File: src/rtl/shufflev_rng_scheduler.sv
// shufflev_rng_scheduler
//   Owns the shufflev RNG: strobes its seed load once after reset, then shares
//   its 32-bit output among NumReq requesters in round-robin order. Each grant
//   returns a value uniform in [0, bound] using masked rejection sampling. After
//   MaxRetry rejected samples, it falls back deterministically to cand >> 1.
//
// Ports
//   clk_i, rst_ni    clock, asynchronous active-low reset
//   rng_load_seed_o  one-cycle seed-load strobe to the RNG
//   rng_number_i     RNG output word
//   rng_valid_i      rng_number_i is fresh this cycle
//   req_i            per-requester request level, held until acked
//   bound_i          packed inclusive bounds, slice i belongs to requester i
//   req_ack_o        one-hot grant pulse; bound has been captured
//   rsp_valid_o      one-hot result-valid for the granted requester
//   rsp_number_o     shared result bus
//   rsp_ready_i      per-requester result accept; only the granted bit matters
//   ready_o          seeding finished, requests are being accepted
module shufflev_rng_scheduler #(
  parameter int NumReq   = 2,
  parameter int BoundW   = 8,
  parameter int MaxRetry = 3
) (
  input  logic                     clk_i,
  input  logic                     rst_ni,
  output logic                     rng_load_seed_o,
  input  logic [31:0]              rng_number_i,
  input  logic                     rng_valid_i,
  input  logic [NumReq-1:0]        req_i,
  input  logic [NumReq*BoundW-1:0] bound_i,
  output logic [NumReq-1:0]        req_ack_o,
  output logic [NumReq-1:0]        rsp_valid_o,
  output logic [BoundW-1:0]        rsp_number_o,
  input  logic [NumReq-1:0]        rsp_ready_i,
  output logic                     ready_o
);

  localparam int IdxW   = (NumReq > 1) ? $clog2(NumReq) : 1;
  localparam int RetryW = (MaxRetry > 0) ? $clog2(MaxRetry + 1) : 1;
  localparam logic [RetryW-1:0] RetryMax = RetryW'(MaxRetry);
  localparam logic [IdxW-1:0]   LastIdx  = IdxW'(NumReq - 1);

  typedef enum logic [2:0] {
    SEED,
    LOAD,
    IDLE,
    SAMPLE,
    RESP
  } state_e;

  state_e state_q, state_d;

  logic                seed_q;
  logic [NumReq-1:0]   ack_q;
  logic [BoundW-1:0]   bound_q;
  logic [IdxW-1:0]     idx_q;
  logic [IdxW-1:0]     rr_q;
  logic [RetryW-1:0]   retry_q;
  logic [BoundW-1:0]   rsp_number_q;

  logic                pick_valid;
  logic                pick_hi;
  logic [IdxW-1:0]     pick_idx;
  logic [BoundW-1:0]   pick_bound;
  logic [BoundW-1:0]   mask;
  logic [BoundW-1:0]   cand;
  logic                accept;
  logic                exhausted;
  logic [IdxW-1:0]     rr_next;

  // The upper RNG bits are intentionally discarded.
  if (BoundW < 32) begin : g_unused
    logic unused_rng_hi;
    assign unused_rng_hi = ^rng_number_i[31:BoundW];
  end

  // Round-robin pick. The first pass finds the lowest set bit overall, which
  // is the wrap-around choice. The second pass overrides it with the lowest
  // set bit at or above the pointer, when such a bit exists.
  always_comb begin
    pick_valid = 1'b0;
    pick_hi    = 1'b0;
    pick_idx   = '0;
    pick_bound = '0;
    for (int unsigned i = 0; i < NumReq; i++) begin
      if (req_i[i] && !pick_valid) begin
        pick_valid = 1'b1;
        pick_idx   = IdxW'(i);
        pick_bound = bound_i[i*BoundW +: BoundW];
      end
    end
    for (int unsigned i = 0; i < NumReq; i++) begin
      if (req_i[i] && (i >= 32'(rr_q)) && !pick_hi) begin
        pick_hi    = 1'b1;
        pick_idx   = IdxW'(i);
        pick_bound = bound_i[i*BoundW +: BoundW];
      end
    end
  end

  // The mask fills every bit at or below the bound's MSB: the smallest 2^k-1 >= bound.
  always_comb begin
    mask = '0;
    for (int unsigned b = 0; b < BoundW; b++) begin
      mask[b] = |(bound_q >> b);
    end
  end

  assign cand      = rng_number_i[BoundW-1:0] & mask;
  assign accept    = (cand <= bound_q);
  assign exhausted = (retry_q == RetryMax);
  assign rr_next   = (idx_q == LastIdx) ? '0 : idx_q + 1'b1;

  always_ff @(posedge clk_i or negedge rst_ni) begin
    if (!rst_ni) begin
      state_q <= SEED;
    end else begin
      state_q <= state_d;
    end
  end

  always_comb begin
    state_d = state_q;
    unique case (state_q)
      SEED:    state_d = LOAD;
      LOAD:    state_d = IDLE;
      IDLE:    if (pick_valid) state_d = SAMPLE;
      SAMPLE:  if (rng_valid_i && (accept || exhausted)) state_d = RESP;
      RESP:    if (rsp_ready_i[idx_q]) state_d = IDLE;
      default: state_d = SEED;
    endcase
  end

  always_ff @(posedge clk_i or negedge rst_ni) begin
    if (!rst_ni) begin
      seed_q       <= 1'b0;
      ack_q        <= '0;
      bound_q      <= '0;
      idx_q        <= '0;
      rr_q         <= '0;
      retry_q      <= '0;
      rsp_number_q <= '0;
    end else begin
      // Registering the strobe places it in the first IDLE cycle, which is
      // also the cycle in which ready_o first rises.
      seed_q <= (state_q == LOAD);
      ack_q  <= '0;
      unique case (state_q)
        IDLE: begin
          if (pick_valid) begin
            bound_q         <= pick_bound;
            idx_q           <= pick_idx;
            ack_q[pick_idx] <= 1'b1;
            retry_q         <= '0;
          end
        end
        SAMPLE: begin
          if (rng_valid_i) begin
            if (accept) begin
              rsp_number_q <= cand;
            end else if (!exhausted) begin
              retry_q <= retry_q + 1'b1;
            end else begin
              rsp_number_q <= cand >> 1;
            end
          end
        end
        RESP: begin
          if (rsp_ready_i[idx_q]) begin
            rr_q <= rr_next;
          end
        end
        default: ;
      endcase
    end
  end

  always_comb begin
    rsp_valid_o = '0;
    if (state_q == RESP) begin
      rsp_valid_o[idx_q] = 1'b1;
    end
  end

  assign rng_load_seed_o = seed_q;
  assign req_ack_o       = ack_q;
  assign rsp_number_o    = rsp_number_q;
  assign ready_o         = (state_q == IDLE) || (state_q == SAMPLE) || (state_q == RESP);

endmodule
File: config.mk
export PLATFORM = sky130hd
export DESIGN_NAME = shufflev_rng_scheduler
export DESIGN_NICKNAME = d
export VERILOG_FILES = /design/src/rtl/shufflev_rng_scheduler.sv
export SDC_FILE = /design/constraint.sdc
export NUM_CORES = 1
export LEC_CHECK = 0
export ABC_AREA = 0
export CAP_MARGIN = 20
export CORE_MARGIN = 5
export CORE_UTILIZATION = 44
export CTS_BUF_LIST = sky130_fd_sc_hd__clkbuf_4 sky130_fd_sc_hd__clkbuf_8 sky130_fd_sc_hd__clkbuf_16
export CTS_CLUSTER_SIZE = 25
export DETAILED_ROUTE_END_ITERATION = 12
export PLACE_DENSITY_LB_ADDON = 0.25
export SKIP_LAST_GASP = 1
export SYNTH_ARGS = -nofsm -noshare
export SYNTH_HDL_FRONTEND = slang
export SYNTH_SLANG_ARGS = --single-unit
File: constraint.sdc
create_clock -name clk_i -period 4.9 [get_ports clk_i]
set_input_delay 0.49 -clock clk_i [delete_from_list [all_inputs] [get_ports clk_i]]
set_output_delay 0.49 -clock clk_i [all_outputs]
set_load 0.01 [all_outputs]
==> results.py, run 1 <==
metrics = {
    "run_status": {
        "outcome": "completed",
    },
    "grt": {
        "antenna_found_initial": 0,
        "grt_pass1_wl_mm": 6.29,
        "grt_util_all_layers_pct": 17.9,
        "grt.overflow.total": 0,
        "grt_pass1_vias": 1444,
        "grt_max_degree": 20,
    },
    "synth": {
        "synth-adder-area-share_pct": 6.69,
        "synthXorXnorAreaFrac_pct": 0,
        "muxShareOfSynthArea_pct": 4.10,
        "synth.distinct_cells": 37,
        "yosysTopAreaCell": "dfrtp_1",
        "ys_top_cells_by_area": "dfrtp_1 43%, ha_1 6.7%, inv_1 5.0%, nand2_1 4.0%, mux2i_1 3.3%",
        "synth_top_area_share_pct": 43.5,
        "netlist_area_um2": 1500,
        "synth_top_family_by_area": "compound AO/OA/AOI/OAI gates",
        "ys_seq_area_share_pct": 43.5,
        "synth_compound_gate_area_share_pct": 21.2,
        "yosys.area_share.simple_pct": 18.3,
        "synth_warnings": 0,
        "postSynthCellCount": 162,
        "ys_ff_latch": 26,
        "synth_fp_nets": 225,
        "syn_area_per_cell_um2": 9.24,
    },
    "pwr": {
        "p_seq_share_pct": 35.2,
        "switching_share_pct": 39.8,
        "p_int_mw": 0.689,
        "p_leak_nw": 0.909,
        "switching_power_mw": 0.456,
        "power_frac_comb_pct": 51.4,
        "clockPowerShare_pct": 13.4,
        "peakVddDrop_mv": 0.216,
        "powerDensity_nw_per_um2": 557,
    },
    "clock_network": {
        "cts_tree": "built",
        "clockBufferDepth": 2,
        "cts_root_buf": "clkbuf_4",
        "htree_levels": 1,
        "cts-resized-gates": 0,
        "post_cts_buffers": 0,
        "clkLatencyLatePin_ns": 0.33,
        "cts.clk_slew.worst_paths_ns": 0.15,
        "cts_made_buffers": 3,
        "hold_buffers": 0,
        "cts.sinks": 26,
    },
    "setup_path": {
        "critPathKind": "reg -> reg",
        "worst-path-max-fanout": 16,
        "critPathCaptureType": "register",
        "crit_path_end": "rsp_number_o[3]",
        "required_ns": 5.11,
        "rrSetupSlack_ns": 1.67,
        "cp-startpoint": "bound_q[6]",
        "crit_path_start_kind": "register",
        "r2r_end": "rsp_number_o[3]",
        "crit_arrival_ns": 3.45,
        "reg2reg_depth": 9,
        "rr_startpoint": "bound_q[6]",
    },
    "detailed_routing": {
        "routed_via_density": 5.50,
        "first_pass_iters": 5,
        "drc": 0,
        "drt_iter0_drc": 67,
        "via_count": 1387,
        "wl_per_cell_um": 14.4,
        "antenna_left": 0,
        "wl_mm": 3.62,
    },
    "die": {
        "die_x_um": 68.3,
        "dieArea_um2": 4670,
        "core_region_area_um2": 3310,
        "ios": 69,
        "start_util_pct": 45.2,
        "die_y_um": 68.3,
        "rows": 21,
    },
    "sta": {
        "final.min_clock_period_ns": 3.23,
        "hold_slack_ns": 0.458,
        "fin_setup_tns_ns": 0,
        "max_freq_mhz": 309,
        "slew_headroom_pct": 31.2,
        "finalCritPeriodShare_pct": 66.0,
        "skew_ns": 0.00538,
        "tightest_slew_ns": 1.02,
        "rsz0062_at_grt": "false",
        "slew_violations": 0,
        "hold_violations": 0,
        "setup_viol": 0,
    },
    "cells_and_area": {
        "n_antenna_cell": 0,
        "area.growth.synth_to_final_pct": 37.4,
        "drive_above_1_share_pct": 5.83,
        "fillers": 318,
        "multi_input_area_um2": 752,
        "nets": 270,
        "ff_latch_area_um2": 651,
    },
    "place": {
        "hpwl_mm": 2.95,
        "portBuffers": 44,
        "place.gp.congestion": 0.822,
    },
    "hold_path": {
        "hold_class": "in -> async",
    },
    "job": {
        "drv_cap": 0,
    },
}
==> power by group through the flow <==
stage,Clock [mW],Sequential (mW),Combinational [mW]
finish,0.153,0.404,0.588
global route,0.163,0.421,0.657
CTS,0.154,0.404,0.592
detailed placement,0,0.409,0.589
global placement,0,0.402,0.568
floorplan,0,0.396,0.389
==> routing by layer <==
| metal | wire length, um | vias to the layer above | GRT usage, % |
|---|---|---|---|
| met5 | 0 | - | 0 |
| met4 | 53 | 0 | 6.70 |
| met3 | 199 | 8 | 3.12 |
| met2 | 1790 | 43 | 32.4 |
| met1 | 1580 | 650 | 20.8 |
| li1 | - | 686 | - |
==> cell families (layout without fill, tap and decap cells) <==
group | count (synthesis) | count (layout)
fa+ha+maj | 8 | 8
flops | 26 | 26
compound gates | 42 | 42
mux | 6 | 6
buf+inv | 25 | 69
simple gates | 55 | 55
==> cells in the final DEF, fill, tap and decap left out, types with 2 or more instances in the layout <==
cell             netlist  layout
a21o_1                 3       3
o21ai_0                3       3
o22ai_1                2       2
o21a_1                 3       3
a21oi_1                5       5
nor2_1                10      10
nand2_1               16      16
or4_4                  2       2
nand4_1                5       5
ha_1                   8       8
mux2i_1                5       5
nor3_1                 3       3
inv_1                 20      20
nand3_1               10      10
o31a_1                 2       2
o221ai_1               4       4
a222oi_1               3       3
and3_1                 2       2
and2_1                 2       2
clkdlybuf4s50_1        0      44
clkbuf_4               0       3
a31oi_1                7       7
dfrtp_1               26      26
o22a_1                 2       2
==> sequential cells by signal, summed over array words and instances (netlist names) <==
name	flops
idx_q	1
rng_load_seed_o	1
req_ack_o	2
retry_q	2
state_q	3
rr_q	1
rsp_number_o	8
bound_q	8
==> metrics by stage <==
stage          instances  util (%)  instance area, um2  setup WS [ns]  power [mW]
6_report             252      62.1                2060           1.67        1.15
3_3_place_gp         247      59.7                1980           1.72       0.969
3_5_place_dp         248      60.5                2000           1.67       0.999
4_1_cts              252      62.1                2060           1.64        1.15
5_1_grt              252      62.1                2060           1.53        1.24
2_1_floorplan        162         -                1500           1.92       0.784
==> worst max-delay path, cell delays in order, from the launching register on <==
cell and delay [ns]:
dfrtp_1 0.44, or4_4 0.57, or4_4 0.44, and2_1 0.20, ha_1 0.29, nor2b_1 0.13
o2111ai_1 0.26, a21oi_4 0.19, a21oi_2 0.41, o221ai_1 0.17
==> cell type report <==
cell class	count	area share [%]
tap	46	2.80
clock inverter	1	1.46
sequential	26	31.6
timing repair buffer	45	22.8
inverter	20	3.65
multi-input combinational	111	36.6
clock buffer	3	1.10
==> synth_stat cells <==
master / number
dfrtp_1: 26
inv_1: 20
nand2_1: 16
nand3_1: 10
nor2_1: 10
ha_1: 8
a31oi_1: 7
a21oi_1: 5
clkbuf_1: 5
mux2i_1: 5
nand4_1: 5
o221ai_1: 4
a21o_1: 3
a222oi_1: 3
nor3_1: 3
o21a_1: 3
o21ai_0: 3
and2_1: 2
and3_1: 2
o22a_1: 2
o22ai_1: 2
o31a_1: 2
or4_4: 2
a211oi_1: 1
a21oi_2: 1
a21oi_4: 1
a221oi_1: 1
a2bb2oi_1: 1
mux2_2: 1
nand2b_1: 1
nor2b_1: 1
nor3b_1: 1
o2111ai_1: 1
o21ai_2: 1
o21bai_1: 1
or2_2: 1
or3_1: 1
==> worst min path at each step <==
stage / startpoint / end / slack [ns] / cells past startpoint
after floorplan: rst_ni / bound_q[0] / 0.19 / 0
after global placement: retry_q[0] / retry_q[0] / 0.47 / 1
after detailed placement: retry_q[0] / retry_q[0] / 0.48 / 1
after CTS: rst_ni / rsp_number_o[2] / 0.48 / 1
after global routing: rst_ni / rsp_number_o[2] / 0.50 / 1
final: rst_ni / rsp_number_o[2] / 0.46 / 1
Note: power is estimated with default switching activity, not from simulation.
==> run 2: changes to the inputs <==
--- a/config.mk
+++ b/config.mk
@@ -8,7 +8,7 @@
 export ABC_AREA = 0
 export CAP_MARGIN = 20
 export CORE_MARGIN = 5
-export CORE_UTILIZATION = 44
+export CORE_UTILIZATION = 41
 export CTS_BUF_LIST = sky130_fd_sc_hd__clkbuf_4 sky130_fd_sc_hd__clkbuf_8 sky130_fd_sc_hd__clkbuf_16
 export CTS_CLUSTER_SIZE = 25
 export DETAILED_ROUTE_END_ITERATION = 12
==> constraint.sdc (replaced) <==
create_clock -name clk_i -period 3.3 [get_ports clk_i]
set_input_delay 0.33 -clock clk_i [delete_from_list [all_inputs] [get_ports clk_i]]
set_output_delay 0.33 -clock clk_i [all_outputs]
set_load 0.01 [all_outputs]
==> run 2 against run 1 <==
Highest routed layer unchanged. Design area increased by 1.5%. Core utilization shrank 4.2 points. Global-route usage is 2.0 points lower. Routed wire length rose by 3.3%. Sequential share of layout area shrank 0.47 points. Die area rose by 6.2%. First-iteration DRC count is 19% lower. Non-clock buffer count up 3. Largest power group unchanged. Flip-flop and latch count is the same. Combinational power is 58% higher. Maximum frequency is 4.7% higher. Register-to-register slack got worse by 1.5 ns.
==> results.py, run 2 (synthesis results as in run 1) <==
metrics = {
    "run_status": {
        "outcome": "completed",
    },
    "cells_and_area": {
        "drive_above_1_share_pct": 7.18,
        "nets": 273,
        "n_antenna_cell": 0,
        "finalInstanceArea_um2": 2090,
        "area.growth.synth_to_final_pct": 39.5,
        "layout_common_cells": "44 x clkdlybuf4s50_1, 26 x dfrtp_1, 20 x inv_1",
        "mostFrequentLayoutCell": "clkdlybuf4s50_1",
    },
    "grt": {
        "grt.overflow.total": 0,
        "antenna_found_initial": 0,
        "grt_pass1_wl_mm": 6.41,
        "grt_pass1_vias": 1426,
        "grt_util_all_layers_pct": 15.9,
        "grt_max_degree": 27,
    },
    "pwr": {
        "power_frac_comb_pct": 52.1,
        "clockPowerShare_pct": 14.9,
        "p_leak_nw": 0.925,
        "switching_share_pct": 38.7,
        "total_power_mw": 1.78,
        "p_seq_share_pct": 33.0,
        "peakVddDrop_mv": 0.372,
        "powerDensity_nw_per_um2": 853,
        "switching_power_mw": 0.690,
        "p_int_mw": 1.09,
    },
    "setup_path": {
        "required_ns": 3.45,
        "crit_arrival_ns": 3.24,
        "crit_path_start_kind": "register",
        "crit_path_top_delay_cell": "or4_4",
        "rr_startpoint": "bound_q[6]",
        "rrSetupSlack_ns": 0.21,
        "critPathCaptureType": "register",
        "crit_chain": "or4_4 > or4_4 > and2_1 > ha_1 > nor2b_1 > o2111ai_1 > a21oi_4 > a21oi_4 > o221ai_1",
        "path_delay_family": "simple AND/OR/NAND/NOR gates",
        "r2r_end": "rsp_number_o[4]",
        "slowest_delay_ns": 0.57,
        "worst-path-max-fanout": 9,
        "reg2reg_depth": 9,
        "critPathKind": "reg -> reg",
        "crit_buf_inv": 0,
    },
    "place": {
        "place_area_um2": 2000,
        "place.gp.congestion": 0.807,
        "dp_slack_ns": 0.0857,
        "portBuffers": 44,
        "hpwl_mm": 2.99,
    },
    "sta": {
        "slew_headroom_pct": 53.7,
        "setup_viol": 0,
        "finalCritPeriodShare_pct": 93.6,
        "hold_violations": 0,
        "slew_violations": 0,
        "rsz0062_at_grt": "false",
        "tightest_slew_ns": 0.687,
        "fin_ws_ns": 0.212,
        "hold_slack_ns": 0.423,
        "skew_ns": 0.00768,
        "final.min_clock_period_ns": 3.09,
        "fin_setup_tns_ns": 0,
        "max_freq_mhz": 324,
    },
    "die": {
        "core_region_area_um2": 3610,
        "ios": 69,
        "die_y_um": 70.4,
        "rows": 22,
        "start_util_pct": 41.5,
        "dieArea_um2": 4960,
        "die_x_um": 70.4,
    },
    "job": {
        "drv_cap": 0,
    },
    "clock_network": {
        "cts-resized-gates": 0,
        "cts.clk_slew.worst_paths_ns": 0.09,
        "clockBufferDepth": 2,
        "clkLatencyLatePin_ns": 0.28,
        "post_cts_buffers": 0,
        "cts.sinks": 26,
        "htree_levels": 1,
        "cts_root_buf": "clkbuf_8",
        "cts_made_buffers": 3,
        "cts_tree": "built",
        "hold_buffers": 0,
    },
    "hold_path": {
        "hold_class": "in -> async",
    },
    "detailed_routing": {
        "drc": 0,
        "drt_iter0_drc": 54,
        "via_count": 1382,
        "routed_via_density": 5.38,
        "first_pass_iters": 5,
        "wl_per_cell_um": 14.6,
        "wl_mm": 3.74,
        "antenna_left": 0,
    },
}
run 2: cell count changes in the layout (fill, tap and decap cells not counted):
cell / delta
buf_4: +3
clkbuf_8: +3
clkbuf_4: -2
a21oi_2: -1
a21oi_4: +1
buf_16: -1
run 2: how the worst max path moves through the flow:
| stage | start | end | cells past startpoint |
|---|---|---|---|
| after floorplan | bound_q[6] | state_q[1] | 10 |
| after global placement | bound_q[6] | rsp_number_o[4] | 9 |
| after detailed placement | bound_q[6] | rsp_number_o[4] | 9 |
| after CTS | bound_q[6] | rsp_number_o[4] | 9 |
| after global routing | bound_q[6] | rsp_number_o[4] | 9 |
| final | bound_q[6] | rsp_number_o[4] | 9 |
run 2: final cells by class:
class                   instances  area, um2
fillers                       333       1520
multi-input cells             111        759
well taps                      48       60.1
inverters                      20       75.1
clock buffers                   3       41.3
repair buffers                 48        470
flip-flops and latches         26        651
clock inverters                 1       30.0
run 2: through the flow:
stage,utilization (%),std cells
2_1_floorplan,-,162
3_3_place_gp,55.5,252
3_5_place_dp,55.5,252
4_1_cts,57.5,256
5_1_grt,57.9,257
6_report,57.9,257
run 2: power by group through the flow:
stage / registers, mW / clock network [mW] / logic [mW]
5_1_grt: 0.613 / 0.283 / 1.03
4_1_cts: 0.589 / 0.270 / 0.918
3_5_place_dp: 0.597 / 0 / 0.914
6_report: 0.587 / 0.266 / 0.928
3_3_place_gp: 0.589 / 0 / 0.882
2_1_floorplan: 0.588 / 0 / 0.577
run 2: per-layer routing:
layer | GRT usage [%] | up-vias | part of all wire [%]
met5 | 0 | - | 0
met4 | 5.74 | 0 | 1.7
met3 | 3.60 | 7 | 4.6
met2 | 28.1 | 27 | 52
met1 | 18.7 | 664 | 42
li1 | - | 684 | -
run 2: worst reg2reg max path, delay by kind of cell (launching register included):
| family | cells | cell delay [ns] |
|---|---|---|
| and+or+nand+nor | 4 | 1.34 |
| AOI/OAI and AO/OA | 4 | 0.92 |
| DFF | 1 | 0.42 |
| adders and majority gates | 1 | 0.28 |
